### config.mk
export PLATFORM = sky130hd
export DESIGN_NAME = cdb_arbiter
export DESIGN_NICKNAME = d
export VERILOG_FILES = /design/src/rtl/cdb_pkg.sv /design/src/rtl/cdb_fifo.sv /design/src/rtl/cdb_arbiter.sv
export SDC_FILE = /design/constraint.sdc
export NUM_CORES = 1
export LEC_CHECK = 0
export ABC_AREA = 0
export BUFFER_PORTS_ARGS = -buffer_cell sky130_fd_sc_hd__buf_2
export CELL_PAD_IN_SITES_DETAIL_PLACEMENT = 1
export CELL_PAD_IN_SITES_GLOBAL_PLACEMENT = 1
export CORE_MARGIN = 5
export CORE_UTILIZATION = 30
export CTS_BUF_LIST = sky130_fd_sc_hd__clkbuf_16
export CTS_CLUSTER_DIAMETER = 40
export DETAILED_ROUTE_END_ITERATION = 8
export PLACE_DENSITY = 0.5
export SLEW_MARGIN = 0
export SYNTH_ARGS = -nofsm -noshare
export SYNTH_HDL_FRONTEND = slang
export SYNTH_HIERARCHICAL = 1
export SYNTH_SLANG_ARGS = --single-unit
### constraint.sdc
create_clock -name clockIn -period 4.5 [get_ports clockIn]
set_input_delay 0.225 -clock clockIn [delete_from_list [all_inputs] [get_ports clockIn]]
set_output_delay 0.225 -clock clockIn [all_outputs]
set_load 0.005 [all_outputs]
### src/rtl/cdb_pkg.sv
// Shared constants, requester indices and the round-robin pick helper for the
// common-data-bus scheduler.
package cdb_pkg;

  localparam int CDB_ROB_W  = 4;
  localparam int CDB_FIFO_W = 2;
  localparam int NUM_REQ    = 3;

  typedef logic [1:0] req_idx_t;

  localparam req_idx_t REQ_ALU = 2'd0;
  localparam req_idx_t REQ_LSB = 2'd1;
  localparam req_idx_t REQ_MUL = 2'd2;

  typedef struct packed {
    logic [31:0]          val;
    logic [CDB_ROB_W-1:0] dest;
  } cdb_entry_t;

  typedef struct packed {
    logic     valid;
    req_idx_t idx;
  } grant_t;

  // Search starts at the requester after the last winner; the first requesting
  // entry in that order wins.
  function automatic grant_t rr_pick(input req_idx_t last, input logic [NUM_REQ-1:0] req);
    req_idx_t order [NUM_REQ];
    grant_t   g;
    case (last)
      REQ_LSB: order = '{REQ_MUL, REQ_ALU, REQ_LSB};
      REQ_MUL: order = '{REQ_ALU, REQ_LSB, REQ_MUL};
      default: order = '{REQ_LSB, REQ_MUL, REQ_ALU};
    endcase
    g.valid = 1'b0;
    g.idx   = REQ_ALU;
    for (int i = NUM_REQ - 1; i >= 0; i--) begin
      if (req[order[i]]) begin
        g.valid = 1'b1;
        g.idx   = order[i];
      end
    end
    return g;
  endfunction

endpackage

### src/rtl/cdb_fifo.sv
// One requester's result queue: circular buffer with registered count.
// Full/empty decode from registered count only, so a pop never frees a slot
// for a push in the same cycle.
module cdb_fifo #(
  parameter int DATA_W = 36,
  parameter int ADDR_W = 2
) (
  input  logic              clk_i,
  input  logic              rst_ni,
  input  logic              ready_i,
  input  logic              clear_i,
  input  logic              push_i,
  input  logic [DATA_W-1:0] data_i,
  input  logic              pop_i,
  output logic [DATA_W-1:0] head_o,
  output logic              empty_o,
  output logic              full_o
);

  localparam int DEPTH = 1 << ADDR_W;
  localparam int CNT_W = ADDR_W + 1;

  logic [DATA_W-1:0] mem_q [DEPTH];
  logic [ADDR_W-1:0] head_q, head_d, tail_q, tail_d;
  logic [CNT_W-1:0]  count_q, count_d;
  logic              push_ok_s, pop_ok_s;

  assign full_o    = (count_q == CNT_W'(DEPTH));
  assign empty_o   = (count_q == '0);
  assign push_ok_s = ready_i & ~clear_i & push_i & ~full_o;
  assign pop_ok_s  = ready_i & ~clear_i & pop_i & ~empty_o;
  assign head_o    = mem_q[head_q];

  // Pointer and occupancy next state.
  always_comb begin
    head_d  = head_q;
    tail_d  = tail_q;
    count_d = count_q;
    if (ready_i && clear_i) begin
      head_d  = '0;
      tail_d  = '0;
      count_d = '0;
    end else begin
      if (push_ok_s) tail_d = tail_q + ADDR_W'(1);
      else           tail_d = tail_q;
      if (pop_ok_s)  head_d = head_q + ADDR_W'(1);
      else           head_d = head_q;
      case ({push_ok_s, pop_ok_s})
        2'b10:   count_d = count_q + CNT_W'(1);
        2'b01:   count_d = count_q - CNT_W'(1);
        default: count_d = count_q;
      endcase
    end
  end

  // Pointer and occupancy registers.
  always_ff @(posedge clk_i or negedge rst_ni) begin
    if (!rst_ni) begin
      head_q  <= '0;
      tail_q  <= '0;
      count_q <= '0;
    end else begin
      head_q  <= head_d;
      tail_q  <= tail_d;
      count_q <= count_d;
    end
  end

  // Entry storage, written only on an accepted push.
  always_ff @(posedge clk_i or negedge rst_ni) begin
    if (!rst_ni) begin
      for (int i = 0; i < DEPTH; i++) mem_q[i] <= '0;
    end else if (push_ok_s) begin
      mem_q[tail_q] <= data_i;
    end
  end

endmodule

### src/rtl/cdb_arbiter.sv
// Common-data-bus scheduler: three result queues, round-robin grant from
// registered queue state, one registered broadcast per cycle.
module cdb_arbiter import cdb_pkg::*; #(
  parameter int ROB_WIDTH  = CDB_ROB_W,
  parameter int FIFO_WIDTH = CDB_FIFO_W
) (
  input  logic                 clockIn,
  input  logic                 resetIn,
  input  logic                 readyIn,
  input  logic                 clearIn,
  input  logic                 aluFlag,
  input  logic [31:0]          aluVal,
  input  logic [ROB_WIDTH-1:0] aluDest,
  output logic                 aluFull,
  input  logic                 lsbFlag,
  input  logic [31:0]          lsbVal,
  input  logic [ROB_WIDTH-1:0] lsbDest,
  output logic                 lsbFull,
  input  logic                 mulFlag,
  input  logic [31:0]          mulVal,
  input  logic [ROB_WIDTH-1:0] mulDest,
  output logic                 mulFull,
  output logic                 outFlag,
  output logic [31:0]          outVal,
  output logic [ROB_WIDTH-1:0] outDest,
  output logic                 overflowOut
);

  localparam int DATA_W = 32 + ROB_WIDTH;

  logic [NUM_REQ-1:0] push_s, pop_s, empty_s, full_s;
  logic [DATA_W-1:0]  wdata_s [NUM_REQ];
  logic [DATA_W-1:0]  head_s  [NUM_REQ];
  logic [DATA_W-1:0]  gnt_data_s;
  grant_t             gnt_s;
  logic               advance_s;

  logic                 out_flag_q, out_flag_d;
  logic [31:0]          out_val_q, out_val_d;
  logic [ROB_WIDTH-1:0] out_dest_q, out_dest_d;
  req_idx_t             rr_q, rr_d;
  logic                 overflow_q, overflow_d;

  assign push_s           = {mulFlag, lsbFlag, aluFlag};
  assign wdata_s[REQ_ALU] = {aluVal, aluDest};
  assign wdata_s[REQ_LSB] = {lsbVal, lsbDest};
  assign wdata_s[REQ_MUL] = {mulVal, mulDest};
  assign advance_s        = readyIn & ~clearIn;

  for (genvar g = 0; g < NUM_REQ; g++) begin : g_fifo
    cdb_fifo #(.DATA_W(DATA_W), .ADDR_W(FIFO_WIDTH)) u_fifo (
      .clk_i   (clockIn),
      .rst_ni  (resetIn),
      .ready_i (readyIn),
      .clear_i (clearIn),
      .push_i  (push_s[g]),
      .data_i  (wdata_s[g]),
      .pop_i   (pop_s[g]),
      .head_o  (head_s[g]),
      .empty_o (empty_s[g]),
      .full_o  (full_s[g])
    );
  end

  assign aluFull = full_s[REQ_ALU];
  assign lsbFull = full_s[REQ_LSB];
  assign mulFull = full_s[REQ_MUL];

  // Winner selection and head mux.
  always_comb begin
    gnt_s = rr_pick(rr_q, ~empty_s);
    case (gnt_s.idx)
      REQ_LSB: gnt_data_s = head_s[REQ_LSB];
      REQ_MUL: gnt_data_s = head_s[REQ_MUL];
      default: gnt_data_s = head_s[REQ_ALU];
    endcase
  end

  // One-hot pop of the winning queue.
  always_comb begin
    pop_s = '0;
    for (int i = 0; i < NUM_REQ; i++) begin
      pop_s[i] = advance_s & gnt_s.valid & (gnt_s.idx == req_idx_t'(i));
    end
  end

  // Broadcast, pointer and overflow next state; a clear suppresses the grant.
  always_comb begin
    out_flag_d = out_flag_q;
    out_val_d  = out_val_q;
    out_dest_d = out_dest_q;
    rr_d       = rr_q;
    overflow_d = overflow_q;
    if (readyIn && clearIn) begin
      out_flag_d = 1'b0;
      rr_d       = REQ_ALU;
    end else if (readyIn) begin
      overflow_d = overflow_q | (|(push_s & full_s));
      if (gnt_s.valid) begin
        out_flag_d              = 1'b1;
        {out_val_d, out_dest_d} = gnt_data_s;
        rr_d                    = gnt_s.idx;
      end else begin
        out_flag_d = 1'b0;
      end
    end else begin
      out_flag_d = out_flag_q;
    end
  end

  // Output and arbitration registers.
  always_ff @(posedge clockIn or negedge resetIn) begin
    if (!resetIn) begin
      out_flag_q <= 1'b0;
      out_val_q  <= 32'd0;
      out_dest_q <= '0;
      rr_q       <= REQ_ALU;
      overflow_q <= 1'b0;
    end else begin
      out_flag_q <= out_flag_d;
      out_val_q  <= out_val_d;
      out_dest_q <= out_dest_d;
      rr_q       <= rr_d;
      overflow_q <= overflow_d;
    end
  end

  assign outFlag     = out_flag_q;
  assign outVal      = out_val_q;
  assign outDest     = out_dest_q;
  assign overflowOut = overflow_q;

endmodule

==> summary.txt, run 1 <==
Status
  • Status: complete, no violations

CTS
  • H-tree depth: 3
  • CTS tree: done
  • Num CTS Buffers: 97
  • Clk pin slew, worst setup/hold paths: 50 ps
  • Setup bufs post-CTS: 0
  • CTS max path bufs: 3
  • Post-CTS resize count: 0
  • Worst-Skew Late Latency: 640 ps
  • Root Driver: clkbuf_16
  • Num Clock Sinks: 493
  • Hold_buf cts: 112

Floorplanning
  • IO Pins: 156
  • Row count: 101
  • Die area: 81500 um2
  • Core ar.: 75600 um2
  • Die H: 285 um
  • Initial core utilization: 30.1%
  • Die X: 285 um

Finish
  • Net count reported at finish: 1869
  • Most frequent cells in the layout: 488 x dfrtp_1, 390 x mux2_2, 154 x buf_2, 112 x dlygate4sd3_1, 108 x mux4_2
  • Share of layout cells above drive strength 1: 50.3%
  • Layout area overhead: 28.0%
  • Most common cell after layout, fill and taps aside: dfrtp_1

STA
  • RSZ-0062 raised after global routing: false
  • Slew headroom: 31.4%
  • Tmin final: 3870 ps
  • Final setup vio count: 0
  • Least-Margin Pin Slew: 1000 ps
  • Fmax achieved: 259 MHz
  • Max Transition Viols Final: 0
  • Worst Clk Skew: 29.0 ps
  • Setup TNS: 0 ps
  • Final Cycle Share: 85.9%
  • Final hold viol count: 0

Critical path
  • CP Max Fanout: 7
  • Critical path startpoint: g_fifo[2].u_fifo/count_q[1]
  • Worst setup EP type: flop
  • Critical path class: flop to flop
  • Startpoint Class: flop
  • Arrival @ worst endpoint: 4400 ps
  • CP required: 5030 ps
  • R2r startpoint: g_fifo[2].u_fifo/count_q[1]

Yosys
  • Yosys reg bits: 493
  • Asr flop ratio synth: 100%
  • Syn_nets: 1567
  • Post-synth EDFFs: 0
  • Most used DFF post-synth: dfrtp_1
  • Synth unique cells: 55
  • Mean post-synth cell area: 15.9 um2
  • Cells after synthesis: 1432
  • Seq/Total Area, Yosys: 54.2%
  • Syn. warnings: 6
  • Cell Area, Synth: 22800 um2

Global routing
  • Number of global-route vias before repair: 15500
  • Total grt overflow: 0
  • Initial antenna violation count: 7
  • Tot GR Track Use: 15.7%
  • First-pass GRT wire length: 98700 um
  • Largest net degree at the start of global routing: 103

Route
  • DR vias/cell: 4.84
  • Residual DRC count: 0
  • Iteration-0 DRC Markers: 583
  • Post-route ant nets: 0
  • DR WL/cell: 22.6 um
  • Initial DRT Pass Iterations: 4
  • WL final: 63400 um
  • DR vias: 13600

Min path
  • Type of the worst min-delay path: primary input to flop
  • HP Start: readyIn

Place
  • Post-DP HPWL: 40900 um
  • Routability Congestion: 0.764
  • Port bufs: 155

Flow run
  • Max-cap violations: 0

Pwr
  • Worst vdd ir: 0.389 mV
  • Total Power: 0.0204 W
  • Pleak: 13.2 nW
  • PwrDens: 702 nW/um2
sequential cells by signal (all words and copies together), names as in the netlist:
name and count:
g_fifo.u_fifo/count_q 9, g_fifo.u_fifo/head_q 6, g_fifo.u_fifo/mem_q 432, g_fifo.u_fifo/tail_q 6, outDest 4, outFlag 1
outVal 32, overflowOut 1, rr_q 2
path summary, 6_finish.rpt:
| check | to | slack, ps | cells after the start |
|---|---|---|---|
| hold / removal | g_fifo[1].u_fifo/head_q[1] | 100 | 2 |
| setup reg to reg | g_fifo[0].u_fifo/count_q[1] | 630 | 13 |
| min in group asynchronous | g_fifo[0].u_fifo/mem_q[63] | 230 | 2 |
| setup / recovery | g_fifo[0].u_fifo/count_q[1] | 630 | 13 |
| hold reg to reg | overflowOut | 470 | 1 |
| max in group asynchronous | outVal[4] | 3120 | 3 |
report_power, final:
| part | total, W | switching [W] | leakage [nW] | internal [W] |
|---|---|---|---|---|
| clock network | 0.00778 | 0.00257 | 1.71 | 0.00521 |
| logic | 0.00563 | 0.00258 | 5.19 | 0.00305 |
| registers | 0.00704 | 0.000963 | 6.33 | 0.00607 |
| total | 0.0204 | 0.00611 | 13.2 | 0.0143 |
cells by family (layout without fill, tap and decap cells):
| family | Yosys count | count (layout) | synth area share [%] |
|---|---|---|---|
| and+or+nand+nor | 117 | 117 | 3.19 |
| DFF | 493 | 493 | 54.2 |
| other | 0 | 3 | 0 |
| muxes | 585 | 585 | 34.9 |
| buffers and inverters | 98 | 484 | 2.81 |
| adders and majority gates | 21 | 21 | 1.25 |
| xor gates and xnor gates | 12 | 12 | 0.462 |
| AOI/OAI and AO/OA | 106 | 106 | 3.16 |
per-layer routing:
layer | up-vias | share of wire [%] | routed length [um] | track usage (%)
met5 | - | 0.052 | 33 | 0
met4 | 6 | 1.9 | 1200 | 4.40
met3 | 90 | 4.7 | 2950 | 3.32
met2 | 234 | 46 | 28900 | 24.1
met1 | 7230 | 48 | 30300 | 22.6
li1 | 6001 | - | - | -
cell type report:
cell class | instances | area (um2)
diodes | 3 | 7.51
clock buffers | 98 | 2450
clock inverters | 85 | 1120
fillers | 7653 | 46400
inverters | 17 | 63.8
multi-input cells | 841 | 9790
flip-flops and latches | 493 | 12300
well taps | 978 | 1220
repair buffers | 284 | 2120
Yosys cell counts, types with 15 or more instances:
cell      count  area share (%)
mux2_4       41             2.7
buf_6        29             1.4
mux2_1       37             1.8
ha_1         17            0.93
mux4_2      108              11
mux2_2      390              19
a22oi_1      36             1.2
clkbuf_1     25            0.41
nor2_1       44            0.73
inv_1        17            0.28
dfrtp_1     493              54
nand2_1      15            0.25
a21oi_1      41            0.90
worst max-delay path, cell delays in order, from the launching register on:
cell and delay [ps]:
dfrtp_1 460, nor3_1 220, buf_4 190, a21bo_2 220, a2111oi_0 870, inv_1 180
ha_2 230, and3_1 170, and3b_1 220, nor2b_1 180, nor2b_1 150, fa_1 510
inv_1 50, mux2i_1 120
metrics by stage:
step	util, %	hold WS [ps]	cells	setup slack, ps	area [um2]
final	38.5	101	2799	632	29100
after detailed placement	32.3	348	2501	684	24400
after global routing	38.5	94.3	2798	254	29100
after floorplan	-	-70.6	1432	311	22800
after CTS	38.5	57.4	2796	644	29100
after global placement	32.3	342	2501	767	24400
No activity file was read; power rests on OpenSTA's default activity.
==> run 2: changes to the inputs <==
--- a/config.mk
+++ b/config.mk
@@ -9,12 +9,12 @@
 export BUFFER_PORTS_ARGS = -buffer_cell sky130_fd_sc_hd__buf_2
 export CELL_PAD_IN_SITES_DETAIL_PLACEMENT = 1
 export CELL_PAD_IN_SITES_GLOBAL_PLACEMENT = 1
-export CORE_MARGIN = 5
-export CORE_UTILIZATION = 30
+export CORE_MARGIN = 2
+export CORE_UTILIZATION = 47
 export CTS_BUF_LIST = sky130_fd_sc_hd__clkbuf_16
 export CTS_CLUSTER_DIAMETER = 40
 export DETAILED_ROUTE_END_ITERATION = 8
-export PLACE_DENSITY = 0.5
+export PLACE_DENSITY = 0.74
 export SLEW_MARGIN = 0
 export SYNTH_ARGS = -nofsm -noshare
 export SYNTH_HDL_FRONTEND = slang
==> run 2 against run 1 <==
Against the previous run:
- cell count shrank 15%
- design area shrank 4.8%
- die area is 38% lower
- worst hold slack got worse by 26 ps
- via count rose by 1.5%
- global-route usage increased by 9.2 points
- routed wire length fell by 4.3%
- total power fell by 6.4%
- core utilization grew 20 points
- register-to-register slack improved by 120 ps
- sequential power up 0.9%
- largest power group is now registers
- highest routed layer unchanged
==> summary.txt, run 2 (same netlist as run 1, synthesis figures left out) <==
Status
  • Status: complete, no violations

Global routing
  • Total grt overflow: 0
  • Grt met3 use: 4.80%
  • Initial antenna violation count: 3
  • Number of global-route vias before repair: 15600
  • Grt met2 use: 39.9%
  • Met1 usage: 34.4%
  • Tot GR Track Use: 24.9%
  • First-pass GRT wire length: 94600 um
  • Largest net degree at the start of global routing: 112
  • Busiest metal layer after global routing: met2

Finish
  • Layout area overhead: 21.8%
  • Net count reported at finish: 1846
  • Largest Register: g_fifo.u_fifo/mem_q
  • Post-route insts no fill: 2389
  • Share of layout cells above drive strength 1: 49.3%
  • Most frequent cells in the layout: 488 x dfrtp_1, 390 x mux2_2, 154 x buf_2, 111 x dlygate4sd3_1, 108 x mux4_2
  • Largest register FFs: 432
  • Most common cell after layout, fill and taps aside: dfrtp_1

Pwr
  • PwrDens: 690 nW/um2
  • Pleak: 12.8 nW
  • Worst vdd ir: 0.528 mV
  • Combinational power share: 30.6%
  • Clock power share: 32.3%
  • Total Power: 0.0191 W
  • Sequential Power Share: 37.1%
  • Sw Pwr: 0.00608 W
  • Switching power share of the total: 31.8%
  • Internal: 0.0131 W

STA
  • Final hold viol count: 0
  • Setup TNS: 0 ps
  • Final Cycle Share: 83.3%
  • Worst Clk Skew: 18.1 ps
  • Setup WS post-layout: 753 ps
  • Max Transition Viols Final: 0
  • Least-Margin Pin Slew: 1130 ps
  • Min Hold Slack: 75.1 ps
  • Final setup vio count: 0
  • Slew headroom: 24.7%
  • RSZ-0062 raised after global routing: false
  • Fmax achieved: 267 MHz
  • Tmin final: 3750 ps

Floorplanning
  • Die X: 224 um
  • Die H: 224 um
  • Die area: 50200 um2
  • Initial core utilization: 47.7%
  • Core ar.: 47700 um2
  • IO Pins: 156
  • Row count: 80

Route
  • Residual DRC count: 0
  • Post-route ant nets: 0
  • DR vias: 13800
  • DR WL/cell: 25.4 um
  • WL final: 60700 um
  • DR vias/cell: 5.76
  • Initial DRT Pass Iterations: 5
  • Iteration-0 DRC Markers: 820

Min path
  • Worst hold path depth: 2
  • Type of the worst min-delay path: primary input to flop
  • HP Start: clearIn
  • Worst Hold Endpoint: g_fifo[1].u_fifo/head_q[0]

Critical path
  • Critical-path cell list: nor3_1 > buf_4 > a21bo_2 > a2111oi_0 > ha_1 > and3_1 > and3_4 > nand2_1 > fa_1 > or3_1 > a2bb2oi_1
  • Critical path class: flop to flop
  • Startpoint Class: flop
  • Arrival @ worst endpoint: 4260 ps
  • CP required: 5010 ps
  • Slowest-stage cell, CP: a2111oi_0
  • Flop-to-flop setup slack: 750 ps
  • Reg2Reg Capture Point: g_fifo[1].u_fifo/count_q[2]
  • CP max stage delay: 740 ps
  • R2r startpoint: g_fifo[2].u_fifo/count_q[0]
  • CP Max Fanout: 7
  • Worst setup EP type: flop
  • R2r worst-path depth: 11

CTS
  • Worst-Skew Late Latency: 610 ps
  • H-tree depth: 3
  • Clk pin slew, worst setup/hold paths: 50 ps
  • Setup bufs post-CTS: 0
  • Root Driver: clkbuf_16
  • CTS max path bufs: 3
  • Num CTS Buffers: 75
  • Num Clock Sinks: 493
  • CTS tree: done

Place
  • Pre-CTS WS: 791 ps
  • Placed Cells: 2138
  • Routability Congestion: 0.780
  • Post-DP HPWL: 36300 um
  • Port bufs: 155

Flow run
  • Max-cap violations: 0
[run 2: cell types whose count changed in the layout (fill, tap and decap cells not counted), sizes merged]
cell,change
clkbuf,-22
clkinv,-16
bufinv,-7
inv,+5
clkinvlp,-4
diode,-2
dlygate4sd3,-1
[run 2: stage by stage]
stage                     utilization, %  instance area, um2
after floorplan                        -               22800
after global placement              50.1               23900
after detailed placement            50.1               23900
after CTS                           58.0               27700
after global routing                58.0               27700
final                               58.0               27700
[run 2: worst max-delay path by stage]
stage | from | end | slack [ps] | cells past startpoint
after detailed placement | g_fifo[2].u_fifo/count_q[0] | g_fifo[2].u_fifo/count_q[1] | 790 | 13
after global routing | g_fifo[2].u_fifo/count_q[0] | g_fifo[2].u_fifo/count_q[1] | 370 | 13
after CTS | g_fifo[2].u_fifo/count_q[0] | g_fifo[1].u_fifo/count_q[2] | 780 | 11
after floorplan | g_fifo[2].u_fifo/count_q[0] | g_fifo[1].u_fifo/count_q[2] | 310 | 13
after global placement | g_fifo[2].u_fifo/count_q[0] | g_fifo[2].u_fifo/count_q[1] | 880 | 13
final | g_fifo[2].u_fifo/count_q[0] | g_fifo[1].u_fifo/count_q[2] | 750 | 11
[run 2: timing repair]
| item | CTS | global route |
|---|---|---|
| endpoints found under the hold margin | 525 | 0 |
| hold buffers | 111 | 0 |
| gates resized for setup | 0 | 0 |
[run 2: area by class of cell]
cell class              instances  area, um2
clock inverters                63        763
flip-flops and latches        493      12300
well taps                     615        769
fillers                      4391      20000
diodes                          1       2.50
inverters                      17       63.8
multi-input cells             841       9780
clock buffers                  76       1900
repair buffers                283       2090
[run 2: worst max-delay path, delay by kind of cell (launching register included)]
| kind | cells | cell delay (ps) |
|---|---|---|
| AO/OA/AOI/OAI | 3 | 1130 |
| adder cells (fa/ha/maj) | 2 | 720 |
| buffers and inverters | 1 | 190 |
| flip-flops | 1 | 460 |
| AND/OR/NAND/NOR | 5 | 1150 |
[run 2: power by group through the flow]
stage | Sequential [W] | Clock [W] | Combinational [W]
6_report | 0.00710 | 0.00618 | 0.00585
5_1_grt | 0.00729 | 0.00650 | 0.00629
4_1_cts | 0.00707 | 0.00628 | 0.00583
3_5_place_dp | 0.00707 | 0 | 0.00562
3_3_place_gp | 0.00694 | 0 | 0.00540
2_1_floorplan | 0.00669 | 0 | 0.00408
[run 2: metal layers]
| metal | vias up | wire length, um |
|---|---|---|
| met5 | - | 27 |
| met4 | 4 | 1260 |
| met3 | 89 | 2760 |
| met2 | 301 | 29300 |
| met1 | 7458 | 27300 |
| li1 | 5908 | - |
==> run 3: changes to the inputs <==
==> constraint.sdc (replaced) <==
create_clock -name clockIn -period 3.4 [get_ports clockIn]
set_input_delay 0.17 -clock clockIn [delete_from_list [all_inputs] [get_ports clockIn]]
set_output_delay 0.17 -clock clockIn [all_outputs]
set_load 0.005 [all_outputs]
==> run 3 against run 2 <==
Against the previous run:
- the run now ends with setup timing left
- worst hold slack improved by 77 ps
- first-iteration DRC count is 5.4% lower
- maximum frequency up 9.7%
- sequential share of layout area is 0.23 points lower
- register-to-register slack got worse by 770 ps
- cell count is 0.38% higher
- die area stayed put
- routed wire length decreased by 1.4%
- via count shrank 0.59%
- largest power group unchanged
- highest routed layer is now met4
==> summary.txt, run 3 (same netlist as run 1, synthesis figures left out) <==
Finish
  • Layout area overhead: 22.5%
  • Largest Register: g_fifo.u_fifo/mem_q
  • Net count reported at finish: 1857
  • Share of layout cells above drive strength 1: 50.1%
  • Most common cell after layout, fill and taps aside: dfrtp_1
  • Fill cell count: 4360
  • Finished Cell Area: 27900 um2
  • Most frequent cells in the layout: 486 x dfrtp_1, 390 x mux2_2, 154 x buf_2, 112 x dlygate4sd3_1, 108 x mux4_2
  • Largest register FFs: 432
  • Sequential Area: 12300 um2
  • Multi-input logic area: 9890 um2

STA
  • Final Cycle Share: 100%
  • Least-Margin Pin Slew: 1070 ps
  • Fmax achieved: 293 MHz
  • Slew headroom: 28.8%
  • Final setup vio count: 1
  • Final hold viol count: 0
  • Worst Clk Skew: 24.8 ps
  • Max Transition Viols Final: 0
  • Setup TNS: -15.1 ps
  • Tmin final: 3420 ps
  • Setup WS post-layout: -15.1 ps

Critical path
  • Cell class contributing the biggest share of worst-path delay: compound AO/OA/AOI/OAI gates
  • Buf/Inv on CP: 1
  • CP required: 3880 ps
  • Worst path most repeated cell: and3_4
  • Startpoint Class: flop
  • Arrival @ worst endpoint: 3890 ps
  • Worst setup EP type: flop
  • Critical-path cell list: nor3_2 > a211oi_2 > a2111oi_4 > buf_4 > ha_1 > and3_4 > and3_4 > nand2_1 > fa_2 > o31ai_1 > a31oi_1 > a2bb2oi_1
  • CP max stage delay: 510 ps
  • Critical path class: flop to flop
  • CP Max Fanout: 7
  • Slowest-stage cell, CP: nor3_2

Global routing
  • First-pass GRT wire length: 93800 um
  • Total grt overflow: 0
  • Largest net degree at the start of global routing: 121
  • Number of global-route vias before repair: 15500
  • Tot GR Track Use: 24.5%
  • Initial antenna violation count: 4

CTS
  • Clk pin slew, worst setup/hold paths: 60 ps
  • Num CTS Buffers: 72
  • Root Driver: clkbuf_16
  • H-tree depth: 3
  • CTS max path bufs: 3
  • Worst-Skew Late Latency: 600 ps
  • Num Clock Sinks: 493
  • CTS tree: done

Flow run
  • Max-cap violations: 0

Floorplanning
  • IO Pins: 156
  • Die area: 50200 um2
  • Core ar.: 47700 um2
  • Die H: 224 um
  • Initial core utilization: 47.7%
  • Row count: 80
  • Die X: 224 um

Route
  • DR WL/cell: 25.0 um
  • Initial DRT Pass Iterations: 6
  • DR vias: 13700
  • WL final: 59900 um
  • Post-route ant nets: 0
  • Iteration-0 DRC Markers: 776
  • Residual DRC count: 0
  • DR vias/cell: 5.70

Status
  • Failing checks: setup timing
  • Status: finished, violations left

Place
  • Post-DP HPWL: 36900 um
  • Routability Congestion: 0.800
  • Placed Area: 24100 um2
  • Port bufs: 155

Pwr
  • PwrDens: 897 nW/um2
  • Pleak: 12.8 nW
  • Worst vdd ir: 0.488 mV

Min path
  • Type of the worst min-delay path: primary input to flop
[run 3: metal layers]
layer,GRT usage (%),wire (um),part of all wire [%],up-vias
met2,38.7,28800,48,292
met1,34.6,27300,46,7386
met3,4.35,2610,4.4,75
met5,0,0,0,-
met4,7.85,1240,2.1,0
li1,-,-,-,5926
[run 3: worst min-delay path, cell delays in order]
cell and delay [ps]:
buf_2 120, o21ai_0 100, nand2_1 70, a31oi_1 80
o32ai_1 130
[run 3: cell type report]
class                           count  area share [%]
Inverter                           17           0.238
Timing Repair Buffer              297            8.14
Tap cell                          615            2.76
Antenna cell                        3          0.0269
Sequential cell                   493            44.3
Multi-Input combinational cell    841            35.5
Clock buffer                       77            6.91
Clock inverter                     55            2.11
[run 3: worst paths after layout]
check                                       startpoint                          end  slack, ps  cells after the start
setup / recovery           g_fifo[0].u_fifo/count_q[0]  g_fifo[1].u_fifo/count_q[2]        -20                     12
hold / removal                                 mulFlag  g_fifo[2].u_fifo/count_q[2]        150                      5
setup reg to reg           g_fifo[0].u_fifo/count_q[0]  g_fifo[1].u_fifo/count_q[2]        -20                     12
hold reg to reg            g_fifo[1].u_fifo/mem_q[126]  g_fifo[1].u_fifo/mem_q[126]        490                      1
max in group asynchronous                      resetIn                   outVal[22]       2140                      3
min in group asynchronous                      resetIn  g_fifo[2].u_fifo/mem_q[135]        260                      2
[run 3: per-stage QoR]
stage / hold slack (ps) / util, % / std cells / setup slack, ps / total power [W]
finish: 153 / 58.4 / 2398 / -15.1 / 0.0250
floorplan: -126 / - / 1432 / 19.9 / 0.0144
CTS: 123 / 58.2 / 2393 / 25.1 / 0.0250
global route: 200 / 58.4 / 2398 / -149 / 0.0263
global placement: 347 / 50.6 / 2149 / 165 / 0.0164
detailed placement: 383 / 50.6 / 2149 / 55.1 / 0.0169
[run 3: where the power goes]
part           internal [W]  total (W)  leakage, nW  switching, W
clock network       0.00495    0.00772         1.23       0.00277
registers           0.00803    0.00934         6.33       0.00130
logic               0.00421    0.00795         5.28       0.00374
[run 3: repair_timing]
action / CTS / global route
setup endpoints to repair: 1 / 5
hold endpoints to repair: 543 / 0
hold buffers: 112 / 0
pin swaps: 0 / 1
resized for setup: 2 / 14
setup buffers: 0 / 2
